$ cat config.mk
export PLATFORM = sky130hd
export DESIGN_NAME = pipelined_cla_adder
export DESIGN_NICKNAME = d
export VERILOG_FILES = /design/src/rtl/pipelined_cla_adder.sv
export SDC_FILE = /design/constraint.sdc
export NUM_CORES = 1
export LEC_CHECK = 0
export CAP_MARGIN = 10
export CORE_MARGIN = 2
export CORE_UTILIZATION = 49
export CTS_CLUSTER_SIZE = 25
export DETAILED_ROUTE_END_ITERATION = 7
export PLACE_DENSITY_LB_ADDON = 0.25
export SETUP_SLACK_MARGIN = 0.02
export SLEW_MARGIN = 5
export SYNTH_ARGS = -nofsm -noshare
export SYNTH_HDL_FRONTEND = slang
export SYNTH_SLANG_ARGS = --single-unit
$ cat constraint.sdc
create_clock -name clk -period 3.25 [get_ports clk]
set_clock_uncertainty 0.1 [all_clocks]
set_input_delay 0.65 -clock clk [delete_from_list [all_inputs] [get_ports clk]]
set_output_delay 0.65 -clock clk [all_outputs]
set_load 0.005 [all_outputs]
$ cat src/rtl/pipelined_cla_adder.sv
// Two-stage pipelined carry-lookahead adder/subtractor with valid/ready handshake.
// Optional signed-overflow output enabled by defining CLA_OVF_EN.

module cla_group #(
    parameter int GROUP = 4
) (
    input  logic [GROUP-1:0] p,
    input  logic [GROUP-1:0] g,
    input  logic             ci,
    output logic [GROUP-1:0] s
);
    logic carry;

    always_comb begin
        carry = ci;
        s     = '0;
        for (int i = 0; i < GROUP; i++) begin
            s[i]  = p[i] ^ carry;
            carry = g[i] | (p[i] & carry);
        end
    end
endmodule

module pipelined_cla_adder #(
    parameter int WIDTH = 16,
    parameter int GROUP = 4
) (
    input  logic             clk,
    input  logic             rst,
    input  logic             in_valid,
    output logic             in_ready,
    input  logic [WIDTH-1:0] a,
    input  logic [WIDTH-1:0] b,
    input  logic             cin,
    input  logic             sub,
    output logic             out_valid,
    input  logic             out_ready,
    output logic [WIDTH-1:0] sum,
    output logic             cout
`ifdef CLA_OVF_EN
    ,
    output logic             ovf
`endif
);
    localparam int NG  = WIDTH / GROUP;
    localparam int MSB = WIDTH - 1;

    // vld_pipe[1] = stage-1 valid, vld_pipe[2] = stage-2 (output) valid
    logic [2:1]       vld_pipe;
    logic             s1_adv, s2_adv;

    logic [WIDTH-1:0] bp, p_d, g_d;
    logic [NG-1:0]    pg_d, gg_d;
    logic             gacc;

    logic [WIDTH-1:0] s1_p, s1_g;
    logic [NG-1:0]    s1_pg, s1_gg;
    logic             s1_c0;
`ifdef CLA_OVF_EN
    logic             s1_amsb;
    logic             ovf_d;
`endif

    logic [NG:0]      gc;
    logic             prod, ck;
    logic [WIDTH-1:0] sum_d;

    assign s2_adv    = !vld_pipe[2] || out_ready;
    assign s1_adv    = !vld_pipe[1] || s2_adv;
    assign in_ready  = s1_adv;
    assign out_valid = vld_pipe[2];

    always_comb begin
        bp   = sub ? ~b : b;
        p_d  = a ^ bp;
        g_d  = a & bp;
        pg_d = '0;
        gg_d = '0;
        gacc = 1'b0;
        for (int k = 0; k < NG; k++) begin
            pg_d[k] = &p_d[k*GROUP +: GROUP];
            gacc    = 1'b0;
            for (int i = 0; i < GROUP; i++)
                gacc = g_d[k*GROUP+i] | (p_d[k*GROUP+i] & gacc);
            gg_d[k] = gacc;
        end
    end

    // Each group carry is a flat sum-of-products over lower groups, not a chain.
    always_comb begin
        gc    = '0;
        prod  = 1'b1;
        ck    = 1'b0;
        gc[0] = s1_c0;
        for (int k = 1; k <= NG; k++) begin
            prod = 1'b1;
            ck   = 1'b0;
            for (int j = k - 1; j >= 0; j--) begin
                ck   = ck | (s1_gg[j] & prod);
                prod = prod & s1_pg[j];
            end
            gc[k] = ck | (prod & s1_c0);
        end
    end

    for (genvar k = 0; k < NG; k++) begin : g_grp
        cla_group #(.GROUP(GROUP)) u_grp (
            .p  (s1_p[k*GROUP +: GROUP]),
            .g  (s1_g[k*GROUP +: GROUP]),
            .ci (gc[k]),
            .s  (sum_d[k*GROUP +: GROUP])
        );
    end

`ifdef CLA_OVF_EN
    // Operand signs agree exactly when the MSB propagate bit is clear.
    assign ovf_d = !s1_p[MSB] && (sum_d[MSB] != s1_amsb);
`endif

    always_ff @(posedge clk or posedge rst) begin
        if (rst) begin
            vld_pipe <= '0;
            s1_p     <= '0;
            s1_g     <= '0;
            s1_pg    <= '0;
            s1_gg    <= '0;
            s1_c0    <= 1'b0;
            sum      <= '0;
            cout     <= 1'b0;
`ifdef CLA_OVF_EN
            s1_amsb  <= 1'b0;
            ovf      <= 1'b0;
`endif
        end else begin
            if (s1_adv) begin
                vld_pipe[1] <= in_valid;
                if (in_valid) begin
                    s1_p    <= p_d;
                    s1_g    <= g_d;
                    s1_pg   <= pg_d;
                    s1_gg   <= gg_d;
                    s1_c0   <= sub | cin;
`ifdef CLA_OVF_EN
                    s1_amsb <= a[MSB];
`endif
                end
            end
            if (s2_adv) begin
                vld_pipe[2] <= vld_pipe[1];
                if (vld_pipe[1]) begin
                    sum  <= sum_d;
                    cout <= gc[NG];
`ifdef CLA_OVF_EN
                    ovf  <= ovf_d;
`endif
                end
            end
        end
    end
endmodule

==> impl_metrics.json, run 1 <==
{
  "status": "complete, no violations",
  "global_route.overflow_total": 0,
  "max_clock_freq_ghz": 0.368,
  "worstPathArrival_ns": 2.82,
  "hpwlAfterDp_mm": 3.98,
  "setup_total_negative_slack_ns": 0,
  "setup.reg_to_reg.worst_slack_ns": 0.53,
  "vias_per_cell": 5.09,
  "clk-insertion-delay-late_ns": 0.31,
  "placed_cells_incl_taps": 344,
  "die_w_um": 82.4,
  "cts_buffers": 5,
  "grt_usage": 0.176,
  "layout-area-overhead-vs-synth_pct": 22.7,
  "slew_headroom": 0.501,
  "clkSlewWorstSetupHoldPaths_ns": 0.10,
  "rsz0062_at_grt": "false",
  "max-clock-path-buffers": 2,
  "tightest_slew_ns": 0.747,
  "min_period_over_period": 0.837,
  "vdd.ir_drop.worst_uv": 322,
  "drt-wirelength-per-cell_um": 15.3,
  "post_route_insts_no_fill": 352,
  "period_needed_ns": 2.72,
  "netlist_top_cells_area": "dfrtp_1, mux2_4, ha_1",
  "critical_path.reg2reg.endpoint": "sum[15]",
  "drcViolationCount": 0,
  "placement_rows": 28,
  "worst-setup-path-type": "flip-flop to flip-flop",
  "unique_masters_post_synth": 26,
  "die_area_um2": 6780,
  "layout.filler_cells": 469,
  "globalplace.congestion": 0.736,
  "clock_sinks": 56,
  "pin_count_of_the_biggest_net_entering_global_routing": 37,
  "numPortBuffers": 56,
  "placeableCoreArea_um2": 5920,
  "powerDensity_nw_per_um2": 596,
  "synth_fp_nets": 282,
  "synthesis.instances": 216,
  "final_hold_viol_count": 0,
  "cts_tree": "yes",
  "holdBufCountCts": 0,
  "critical_path.startpoint": "s1_pg[0]",
  "final_layout_size_suffix_gt1_frac": 0.260,
  "worstReg2RegStart": "s1_pg[0]",
  "detail_route.iter0.violations": 62,
  "timing.final.ws_setup_ns": 0.529,
  "fin_util": 0.624,
  "synthesis.area_per_instance_um2": 13.9,
  "via_count_of_the_routed_design": 1791,
  "post_cts_resize_count": 0,
  "insertedDiodeCount": 0,
  "antenna_violating_nets_post_route": 0,
  "worst_hold_path_type": "flip-flop to flip-flop",
  "leading_area_contributor_after_synthesis": "dfrtp_1",
  "max-cap-violations": 0,
  "first_pass_grt_wire_length_mm": 8.86,
  "cp-endpoint": "sum[15]",
  "cp_max_fo": 3,
  "worst-r2r-cell-count": 11,
  "synth.yosys.warnings": 0,
  "critPathCaptureType": "flip-flop",
  "post_cts.repair.setup_buffers": 0,
  "grt_antenna_before_repair": 0,
  "pin_count": 57,
  "leak_pwr_nw": 1.74,
  "first_pass_iteration_count_of_the_detailed_router": 4,
  "timing.final.setup_violations": 0,
  "die_h_um": 82.4,
  "endpoint_required_time_on_the_critical_path_ns": 3.35,
  "finalMaxSlewViolations": 0,
  "yosys.area.top_type_share": 0.466,
  "report.power.total_mw": 2.20,
  "grt_pass1_vias": 1906,
  "synthesized_flop_and_latch_total": 56,
  "effective_utilization_at_floorplan": 0.508,
  "mappedNetlistArea_um2": 3010,
  "finalWirelength_mm": 5.38,
  "post-place-ws_ns": 0.545,
  "total_number_of_h_tree_levels": 2,
  "synth_sequential_area_ratio": 0.466,
  "design.final.nets": 342,
  "setup.worst_path.start_class": "flip-flop",
  "cts_root_buffer": "clkbuf_8"
}
[how the worst min path moves through the flow]
stage / startpoint / to / slack [ns] / depth (start not counted)
2_1_floorplan: s1_g[4] / s1_g[4] / 0.37 / 1
3_3_place_gp: s1_g[8] / s1_g[8] / 0.38 / 1
3_5_place_dp: s1_g[4] / s1_g[4] / 0.39 / 1
4_1_cts: s1_g[4] / s1_g[4] / 0.41 / 1
5_1_grt: sum[10] / sum[10] / 0.43 / 1
6_report: s1_g[4] / s1_g[4] / 0.41 / 1
[cell families after synthesis]
logic type | Yosys count | synth area share
compound gates | 21 | 0.0399
mux | 52 | 0.225
buf+inv | 11 | 0.0333
xor+xnor | 20 | 0.0582
fa+ha+maj | 28 | 0.116
flops | 56 | 0.466
simple gates | 28 | 0.0611
[registers in the layout, indices dropped and copies added, names as in the netlist]
| signal | flops |
|---|---|
| s1_p | 16 |
| sum | 16 |
| s1_g | 12 |
| s1_gg | 4 |
| s1_pg | 4 |
| vld_pipe | 2 |
| cout | 1 |
| s1_c0 | 1 |
[report_power, final]
part	switching, mW	total, mW	internal, mW
clock network	0.224	0.374	0.151
registers	0.111	1.00	0.894
logic	0.278	0.823	0.546
[layer usage]
metal	part of all wire	track usage
met1	0.47	0.230
met2	0.47	0.280
met3	0.035	0.0391
met4	0.023	0.0817
met5	0	0
[worst max-delay path: stages (launching register included)]
cell and delay [ns]:
dfrtp_1 0.40, a21o_1 0.21, a21o_1 0.19, a21o_1 0.18, ha_1 0.18, or2_2 0.27, ha_1 0.19, or2_2 0.27
ha_1 0.19, nor2_1 0.11, xnor2_1 0.07, mux2_2 0.26
[area by class of cell]
type                            count  area [um2]  area share
Clock buffer                        5        68.8      0.0186
Clock inverter                      3        18.8     0.00508
Inverter                            5        18.8     0.00508
Multi-Input combinational cell    149        1510       0.408
Sequential cell                    56        1400       0.380
Tap cell                           75        93.8      0.0254
Timing Repair Buffer               59         583       0.158
[synth_stat cells, drive strengths merged]
cell	count
a21o	4
a21oi	11
a31oi	1
a41oi	1
buf	6
dfrtp	56
ha	28
inv	5
mux2	48
mux2i	4
nand2	6
nand2b	2
nand3b	1
nand4	5
nor2	5
o21ai	4
or2	8
or2b	1
xnor2	4
xor2	16
[layout by cell type, fill, tap and decap left out, types with 5 or more instances in the layout]
| cell | Yosys | routed |
|---|---|---|
| dfrtp_1 | 56 | 56 |
| clkdlybuf4s50_1 | 0 | 56 |
| ha_1 | 28 | 28 |
| mux2_4 | 26 | 26 |
| mux2_2 | 22 | 22 |
| xor2_1 | 16 | 16 |
| a21oi_1 | 11 | 11 |
| or2_2 | 8 | 8 |
| nor2_1 | 5 | 5 |
| nand4_1 | 5 | 5 |
| clkbuf_8 | 0 | 5 |
[per-stage QoR]
step | cell area (um2) | hold WS, ns
after floorplan | 3010 | 0.370
after global placement | 3600 | 0.380
after detailed placement | 3600 | 0.388
after CTS | 3690 | 0.412
after global routing | 3690 | 0.426
final | 3690 | 0.408
Power figures use the tool's default switching activity.
==> inputs of run 2 (changes only) <==
CORE_UTILIZATION = 47   (was 49)
clock period = 2.4 ns   (was 3.25 ns; I/O delays follow)
==> run 2 against run 1 <==
Against the previous run:
- the run now ends with negative setup slack left
- sequential share of layout area down 1.9 points
- clock-buffer cell count is 1 higher
- first-iteration DRC count is 4.8% lower
- register-to-register slack got worse by 0.57 ns
- worst hold slack better by 0.00090 ns
- core utilization fell by 0.37 points
- wire length down 2.9%
- global-route usage down 1.2 points
- cell count rose by 2.6%
- total power increased by 42%
==> impl_metrics.json, run 2 (synthesized netlist as in run 1, its figures left out) <==
{
  "placement_rows": 29,
  "whs_ns": 0.409,
  "die_w_um": 84.0,
  "finalInstanceArea_um2": 3890,
  "clkSlewWorstSetupHoldPaths_ns": 0.09,
  "final_cell_mix": "dfrtp_1, clkdlybuf4s50_1, mux2_4",
  "effective_utilization_at_floorplan": 0.479,
  "cts_root_buffer": "clkbuf_8",
  "path_common_cell": "a21o_1",
  "vdd.ir_drop.worst_uv": 449,
  "clock_sinks": 56,
  "rsz0062_at_grt": "true",
  "leak_pwr_nw": 1.79,
  "globalplace.congestion": 0.773,
  "layout.filler_cells": 512,
  "layout_top_registers": "s1_p x16, sum x16, s1_g x12",
  "placeableCoreArea_um2": 6280,
  "critical_path.top_delay_family": "compound AO/OA/AOI/OAI gates",
  "setup.worst_path.start_class": "flip-flop",
  "post-place-ws_ns": -0.115,
  "final_hold_viol_count": 0,
  "max-cap-violations": 0,
  "setup_total_negative_slack_ns": -0.0457,
  "total_number_of_h_tree_levels": 2,
  "slew_headroom": 0.669,
  "finalMaxSlewViolations": 0,
  "clk-insertion-delay-late_ns": 0.30,
  "powerDensity_nw_per_um2": 804,
  "cts_buffers": 5,
  "vias_per_cell": 5.11,
  "critPathCaptureType": "flip-flop",
  "first_pass_grt_wire_length_mm": 9.25,
  "hpwlAfterDp_mm": 3.82,
  "global_route.overflow_total": 0,
  "setup.reg_to_reg.worst_slack_ns": -0.05,
  "via_count_of_the_routed_design": 1846,
  "timing.final.setup_violations": 1,
  "tightest_slew_ns": 0.494,
  "grt_usage": 0.164,
  "max_clock_freq_ghz": 0.409,
  "drt-wirelength-per-cell_um": 14.5,
  "design.final.nets": 349,
  "finalWirelength_mm": 5.22,
  "grt_pass1_vias": 1905,
  "numPortBuffers": 56,
  "cts_tree": "yes",
  "pin_count_of_the_biggest_net_entering_global_routing": 57,
  "worstPathArrival_ns": 2.55,
  "placement.cell_area_um2": 3720,
  "cp_peak_stage_delay_ns": 0.39,
  "violations": "negative setup slack",
  "endpoint_required_time_on_the_critical_path_ns": 2.50,
  "first_pass_iteration_count_of_the_detailed_router": 4,
  "critPathSlowestCell": "dfrtp_1",
  "grt_antenna_before_repair": 0,
  "period_needed_ns": 2.45,
  "min_period_over_period": 1.02,
  "timing.final.ws_setup_ns": -0.0457,
  "detail_route.iter0.violations": 59,
  "die_h_um": 84.0,
  "insertedDiodeCount": 0,
  "status": "finished with violations",
  "die_area_um2": 7060,
  "worst-r2r-cell-count": 11,
  "worst_hold_path_type": "flip-flop to flip-flop",
  "worst_path_bufs_invs": 0,
  "cp-endpoint": "sum[15]",
  "crit_cells": 11,
  "worst-setup-path-type": "flip-flop to flip-flop",
  "critical_path.startpoint": "s1_c0",
  "antenna_violating_nets_post_route": 0,
  "worstReg2RegStart": "s1_c0",
  "pin_count": 57,
  "critical_path.reg2reg.endpoint": "sum[15]",
  "drcViolationCount": 0,
  "layout-area-overhead-vs-synth_pct": 29.3,
  "cp_max_fo": 3,
  "final_layout_size_suffix_gt1_frac": 0.324,
  "path_cells": "a21o_1, a21o_1, a21o_1, ha_2, or2_4, ha_4, or2_4, ha_4, nor2_4, xnor2_1, mux2_2",
  "max-clock-path-buffers": 2
}
[run 2: changes by cell type in the layout (fill, tap and decap cells not counted), sizes merged]
cell / previous run / this run
buf: 3 / 10
clkbuf: 5 / 6
clkinv: 3 / 2
[run 2: worst min-delay path by stage]
stage / startpoint / to / slack (ns) / cells after the start
final: sum[2] / sum[2] / 0.41 / 1
after global routing: sum[4] / sum[4] / 0.43 / 1
after CTS: sum[2] / sum[2] / 0.41 / 1
after detailed placement: sum[4] / sum[4] / 0.39 / 1
after global placement: s1_g[4] / s1_g[4] / 0.38 / 1
after floorplan: s1_g[4] / s1_g[4] / 0.37 / 1
[run 2: final cells by class]
cell class	instances	area, um2	share of cell area
Timing Repair Buffer	66	661	0.170
Clock buffer	6	82.6	0.0212
Tap cell	77	96.3	0.0248
Sequential cell	56	1400	0.360
Clock inverter	2	10.0	0.00257
Multi-Input combinational cell	149	1620	0.417
Inverter	5	18.8	0.00482
[run 2: power by group]
part           total, mW  switching [mW]  internal, mW
Combinational       1.23           0.397         0.829
Sequential          1.37           0.162          1.21
Clock              0.529           0.298         0.231
[run 2: through the flow]
step	power, mW	util	cells
after global routing	3.36	0.620	361
after CTS	3.12	0.612	360
final	3.13	0.620	361
after floorplan	2.04	-	216
after global placement	2.55	0.593	351
after detailed placement	2.57	0.593	351
[run 2: what timing repair did]
item,CTS,global route
hold endpoints to repair,0,0
resized for setup,4,10
hold buffers,0,0
pin swaps,11,14
buffers inserted,1,1
setup endpoints to repair,4,6
[run 2: per-layer routing]
| layer | share of wire | up-vias | global-route usage |
|---|---|---|---|
| met3 | 0.034 | 7 | 0.0326 |
| met2 | 0.48 | 35 | 0.257 |
| met1 | 0.48 | 905 | 0.230 |
| met5 | 0 | - | 0 |
| met4 | 0.013 | 0 | 0.0528 |
| li1 | - | 899 | - |
